===== src/rtl/nn_fixed_pkg.sv =====
// Fixed-point helpers shared by the forward neuron, neuron_delta and the weight updater.
// Holds state encoding, default fraction widths, clog2 and signed saturation.
package nn_fixed_pkg;

  localparam int DEFAULT_DELTA_FRACTION  = 8;
  localparam int DEFAULT_WEIGHT_FRACTION = 8;
  localparam int DEFAULT_DERIV_FRACTION  = 8;

  typedef enum logic [1:0] {
    ST_IDLE  = 2'd0,
    ST_ACCUM = 2'd1,
    ST_SCALE = 2'd2
  } state_t;

  function automatic int clog2(input int value);
    int r;
    int v;
    r = 0;
    v = value - 1;
    while (v > 0) begin
      r = r + 1;
      v = v >> 1;
    end
    return r;
  endfunction

  // Clamp a signed value to the range of a signed number 'width' bits wide (width <= 63).
  function automatic logic signed [63:0] saturate(input logic signed [63:0] value, input int width);
    logic signed [63:0] hi;
    logic signed [63:0] lo;
    hi = (64'sd1 <<< (width - 1)) - 64'sd1;
    lo = -hi - 64'sd1;
    if (value > hi) return hi;
    if (value < lo) return lo;
    return value;
  endfunction

endpackage


===== src/rtl/sat_shift.sv =====
// Arithmetic (floor) right shift followed by saturation to a narrower signed width.
// Purely combinational; IN_W must not exceed 64.
module sat_shift
  import nn_fixed_pkg::*;
#(
  parameter int IN_W  = 40,
  parameter int SHIFT = 8,
  parameter int OUT_W = 18
) (
  input  logic signed [IN_W-1:0]  i_data,
  output logic signed [OUT_W-1:0] o_data
);

  logic signed [IN_W-1:0] w_shifted;
  logic signed [63:0]     w_wide;

  assign w_shifted = i_data >>> SHIFT;
  assign w_wide    = 64'(w_shifted);
  assign o_data    = OUT_W'(saturate(w_wide, OUT_W));

endmodule


===== src/rtl/neuron_delta.sv =====
// Backward-pass delta for one hidden neuron: serial sum of next-layer delta*weight,
// scaled by the local activation derivative and saturated to OUTPUT_SIZE.
module neuron_delta
  import nn_fixed_pkg::*;
#(
  parameter int NUM_OUTPUTS     = 5,
  parameter int DELTA_SIZE      = 18,
  parameter int WEIGHT_SIZE     = 17,
  parameter int DERIV_SIZE      = 9,
  parameter int OUTPUT_SIZE     = 18,
  parameter int DELTA_FRACTION  = DEFAULT_DELTA_FRACTION,
  parameter int WEIGHT_FRACTION = DEFAULT_WEIGHT_FRACTION,
  parameter int DERIV_FRACTION  = DEFAULT_DERIV_FRACTION
) (
  input  logic                               clk,
  input  logic                               rst_n,
  input  logic                               start,
  input  logic [NUM_OUTPUTS*DELTA_SIZE-1:0]  deltas,
  input  logic [NUM_OUTPUTS*WEIGHT_SIZE-1:0] weights,
  input  logic [DERIV_SIZE-1:0]              derivative,
  output logic                               busy,
  output logic [OUTPUT_SIZE-1:0]             out_delta,
  output logic                               out_valid
);

  localparam int SUM_SIZE  = DELTA_SIZE + WEIGHT_SIZE + clog2(NUM_OUTPUTS);
  localparam int TERM_SIZE = DELTA_SIZE + WEIGHT_SIZE;
  localparam int T_SIZE    = SUM_SIZE - WEIGHT_FRACTION;
  localparam int P_SIZE    = T_SIZE + DERIV_SIZE + 1;
  localparam int CNT_W     = (clog2(NUM_OUTPUTS) > 0) ? clog2(NUM_OUTPUTS) : 1;
  // After dropping the weight fraction, p carries delta+deriv fraction bits;
  // the output keeps only the delta fraction.
  localparam int P_FRACTION = DELTA_FRACTION + DERIV_FRACTION;
  localparam int R_SHIFT    = P_FRACTION - DELTA_FRACTION;
  localparam logic [CNT_W-1:0] LAST_IDX = CNT_W'(NUM_OUTPUTS - 1);

  logic signed [DELTA_SIZE-1:0]  w_delta  [NUM_OUTPUTS];
  logic signed [WEIGHT_SIZE-1:0] w_weight [NUM_OUTPUTS];

  genvar gi;
  generate
    for (gi = 0; gi < NUM_OUTPUTS; gi++) begin : g_unpack
      assign w_delta[gi]  = deltas[DELTA_SIZE*gi +: DELTA_SIZE];
      assign w_weight[gi] = weights[WEIGHT_SIZE*gi +: WEIGHT_SIZE];
    end
  endgenerate

  state_t                      r_state;
  logic signed [SUM_SIZE-1:0]  r_sum;
  logic [CNT_W-1:0]            r_counter;
  logic [DERIV_SIZE-1:0]       r_deriv;
  logic [OUTPUT_SIZE-1:0]      r_out_delta;
  logic                        r_busy;
  logic                        r_out_valid;

  logic signed [TERM_SIZE-1:0]   w_term;
  logic signed [T_SIZE-1:0]      w_t;
  logic signed [P_SIZE-1:0]      w_p;
  logic signed [OUTPUT_SIZE-1:0] w_sat;

  assign w_term = w_delta[r_counter] * w_weight[r_counter];
  assign w_t    = T_SIZE'(r_sum >>> WEIGHT_FRACTION);
  assign w_p    = P_SIZE'(w_t) * P_SIZE'($signed({1'b0, r_deriv}));

  sat_shift #(
    .IN_W  (P_SIZE),
    .SHIFT (R_SHIFT),
    .OUT_W (OUTPUT_SIZE)
  ) u_sat_shift (
    .i_data (w_p),
    .o_data (w_sat)
  );

  always_ff @(posedge clk or negedge rst_n) begin
    if (!rst_n) begin
      r_state     <= ST_IDLE;
      r_sum       <= '0;
      r_counter   <= '0;
      r_deriv     <= '0;
      r_out_delta <= '0;
      r_busy      <= 1'b0;
      r_out_valid <= 1'b0;
    end else begin
      case (r_state)
        ST_IDLE: begin
          if (start) begin
            r_sum       <= '0;
            r_counter   <= '0;
            r_out_valid <= 1'b0;
            r_deriv     <= derivative;
            r_busy      <= 1'b1;
            r_state     <= ST_ACCUM;
          end
        end
        ST_ACCUM: begin
          r_sum <= r_sum + SUM_SIZE'(w_term);
          if (r_counter == LAST_IDX) begin
            r_state <= ST_SCALE;
          end else begin
            r_counter <= r_counter + 1'b1;
          end
        end
        ST_SCALE: begin
          r_out_delta <= w_sat;
          r_out_valid <= 1'b1;
          r_busy      <= 1'b0;
          r_state     <= ST_IDLE;
        end
        default: r_state <= ST_IDLE;
      endcase
    end
  end

  assign busy      = r_busy;
  assign out_delta = r_out_delta;
  assign out_valid = r_out_valid;

endmodule


===== config.mk =====
export PLATFORM = sky130hd
export DESIGN_NAME = neuron_delta
export DESIGN_NICKNAME = d
export VERILOG_FILES = /design/src/rtl/nn_fixed_pkg.sv /design/src/rtl/sat_shift.sv /design/src/rtl/neuron_delta.sv
export SDC_FILE = /design/constraint.sdc
export NUM_CORES = 2
export LEC_CHECK = 0
export CELL_PAD_IN_SITES_DETAIL_PLACEMENT = 1
export CELL_PAD_IN_SITES_GLOBAL_PLACEMENT = 2
export CORE_MARGIN = 4
export CORE_UTILIZATION = 40
export CTS_CLUSTER_DIAMETER = 120
export CTS_CLUSTER_SIZE = 16
export DETAILED_ROUTE_END_ITERATION = 12
export PLACE_DENSITY_LB_ADDON = 0.1
export SETUP_SLACK_MARGIN = 0.3
export SYNTH_ARGS = -nofsm -noshare
export SYNTH_HDL_FRONTEND = slang
export SYNTH_SLANG_ARGS = --single-unit

===== constraint.sdc =====
create_clock -name clk -period 14.6 [get_ports clk]
set_input_delay 2.92 -clock clk [delete_from_list [all_inputs] [get_ports clk]]
set_output_delay 2.92 -clock clk [all_outputs]
set_load 0.05 [all_outputs]

==> metrics.txt <==
fin crit share 0.728; EDFF count, synth 0; Clock Latency Late Sink between 0.3 and 0.4 ns; Worst Path Max Fanout 11; Layout Area Growth over Synthesis 12.1%; largest net degree at the start of global routing between 50 and 60; Netlist cell types 66; I/O pin count 207; Port Buffers a little over 200; routability congestion estimate 0.826; vias in the first global route 23500; post-synth net total 3892; top_reg_cell synth dfrtp_1; worst min-delay path class register to register; nature of the critical path endpoint register; Clock Sinks 72; H-tree levels 3; share of cells above drive strength 1 0.0424; Post-CTS Setup Inserts 0; Initial DRC Count between 700 and 800; first-pass GRT wire length between 100000 and 150000 um; status completed; CTS tree yes; Routed WL roughly 80000 um; Slew Viols, Final 0; die height approximately 270 um; detailed-route vias per instance 5.10; FFs w/ async S/R, synth 1.00; Final Critical Period 10.63 ns; clock tree buffer depth 2; Final ANT Viol Nets 0; WS Path Type input port to register; sequential area share after synthesis 0.0679; drt first pass iters 4; grt ovf 0; Max Freq 0.0940 GHz; Mean Syn Cell Area a little over 9 um^2; worst rel slew slack 0.190; DR WL/cell slightly above 20 um; Vias roughly 20000; # rows 94; HPWL after detailed placement roughly 68000 um; final setup fails 0; nets between 4000 and 5000; Root Buffer clkbuf_16; max cap viols 0; Final Hold Fails 0; Worst Setup Start Kind input port; #FFs+latches synth 72; post-synthesis cell area ~27000 um^2; RSZ-0062 raised after global routing false; Mapped Cells ~2900; crit path DAT 10.87 ns; die area between 70000 and 80000 um^2; Hold-fix buffers, CTS 0; yosys warns 0; Max Clock Skew between 0.01 and 0.015 ns; Fin Setup TNS 0 ns; total core area 65700 um^2; GRT Total Usage 0.235; filler instances ~7500; slew at the pin closest to its max-slew limit ~1.2 ns; clk slew on worst S/H paths 0.07 ns; post-cts sizing count 0; DRC 0; die width 266 um; Initial Utilization 0.404; Num CTS Buffers 9; CP required 14.84 ns; initial antenna violation count 4
[Yosys cell counts, drive strengths merged, types with 19 or more instances]
master    n  area (um^2)
inv     664         2490
fa      595        11900
nand2   369         1390
ha      195         2440
and2    165         1030
nor2    147          552
clkbuf  118          443
o21ai    83          419
dfrtp    72         1800
a21oi    69          353
xnor2    49          429
a21o     36          270
nor2b    34          213
mux2     26          293
xor2     26          228
nand2b   23          144
o21a     20          151
mux4     19          428
[per-stage QoR]
step	area, um^2	hold WS (ns)	util	worst slack, ns	instances
2_1_floorplan	26500	0.480	-	4.70	2915
3_3_place_gp	29400	0.468	0.448	3.59	3889
3_5_place_dp	29400	0.482	0.448	3.58	3889
4_1_cts	29700	0.502	0.452	3.92	3905
5_1_grt	29700	0.509	0.452	3.33	3907
6_report	29700	0.491	0.452	3.97	3907
[state kept, by name, summed over array words and instances (netlist names)]
register	cells
busy	1
out_valid	1
r_deriv	9
r_counter	3
r_sum	38
r_state	2
out_delta	18
[worst paths after layout]
kind / from / end / slack [ns] / cells past startpoint
setup reg to reg: r_counter[0]$_DFFE_PN0P_ / r_sum[34]$_DFFE_PN0P_ / 5.76 / 23
setup / recovery: deltas[43] / r_sum[37]$_DFFE_PN0P_ / 3.97 / 26
min in group asynchronous: rst_n / out_delta[17]$_DFFE_PN0P_ / 2.45 / 1
hold reg to reg: out_delta[17]$_DFFE_PN0P_ / out_delta[17]$_DFFE_PN0P_ / 0.49 / 2
max in group asynchronous: rst_n / r_counter[1]$_DFFE_PN0P_ / 11.11 / 2
hold / removal: out_delta[17]$_DFFE_PN0P_ / out_delta[17]$_DFFE_PN0P_ / 0.49 / 2
[metal layers]
| metal | vias up | track usage | part of all wire |
|---|---|---|---|
| met5 | - | 0 | 0.00016 |
| met4 | 2 | 0.0628 | 0.025 |
| met3 | 98 | 0.0220 | 0.036 |
| met2 | 374 | 0.409 | 0.49 |
| met1 | 10400 | 0.318 | 0.45 |
| li1 | 9042 | - | - |
[worst max-delay path, cell delays in order]
cell and delay [ns]:
clkdlybuf4s50_1 0.46, mux2i_1 0.06, nor2_1 0.12, a21oi_1 0.07, o21ai_1 0.91, nand2_1 0.19
fa_1 0.58, inv_1 0.06, fa_1 0.57, fa_1 0.46, fa_1 0.54, inv_1 0.06
fa_1 0.50, inv_1 0.07, fa_1 0.45, ha_1 0.35, and4_1 0.27, a221o_1 0.38
a221oi_1 0.37, a21oi_1 0.18, o31ai_1 0.41, a31oi_1 0.24, nand2b_1 0.21, a31oi_1 0.22
xnor2_1 0.14, o21ai_1 0.08
[cell type report]
cell class,instances,area (um^2),area share
Antenna cell,2,5.00,0.000168
Clock buffer,9,225,0.00757
Clock inverter,7,61.3,0.00206
Inverter,664,2490,0.0838
Multi-Input combinational cell,2046,21700,0.731
Sequential cell,72,1800,0.0607
Tap cell,864,1080,0.0364
Timing Repair Buffer,243,2340,0.0786
[cell families after synthesis]
| family | Yosys count | share of synthesized area |
|---|---|---|
| AO/OA/AOI/OAI | 316 | 0.0782 |
| XOR/XNOR | 75 | 0.0248 |
| adder cells (fa/ha/maj) | 790 | 0.541 |
| buffers and inverters | 797 | 0.114 |
| flip-flops | 72 | 0.0679 |
| multiplexers | 63 | 0.0340 |
| AND/OR/NAND/NOR | 802 | 0.141 |
[cell usage in the layout, fill, tap and decap left out, drive strengths merged, types with 8 or more instances in the layout]
cell	instances
fa	595
o21a	20
buf	38
nand2	369
a22o	18
xnor2	49
or2	8
and2	165
mux2i	18
clkdlybuf4s50	205
inv	667
ha	195
dfrtp	72
o21bai	8
nand4	10
o21ai	83
clkbuf	9
mux4	19
a21o	36
nor3	12
o22ai	18
nor2	147
nand2b	23
a31oi	12
mux2	26
nor2b	34
xor2	26
a21oi	69
Power is not shown: default switching activity piles up to over one toggle a cycle in this logic, so the estimate is an artifact.
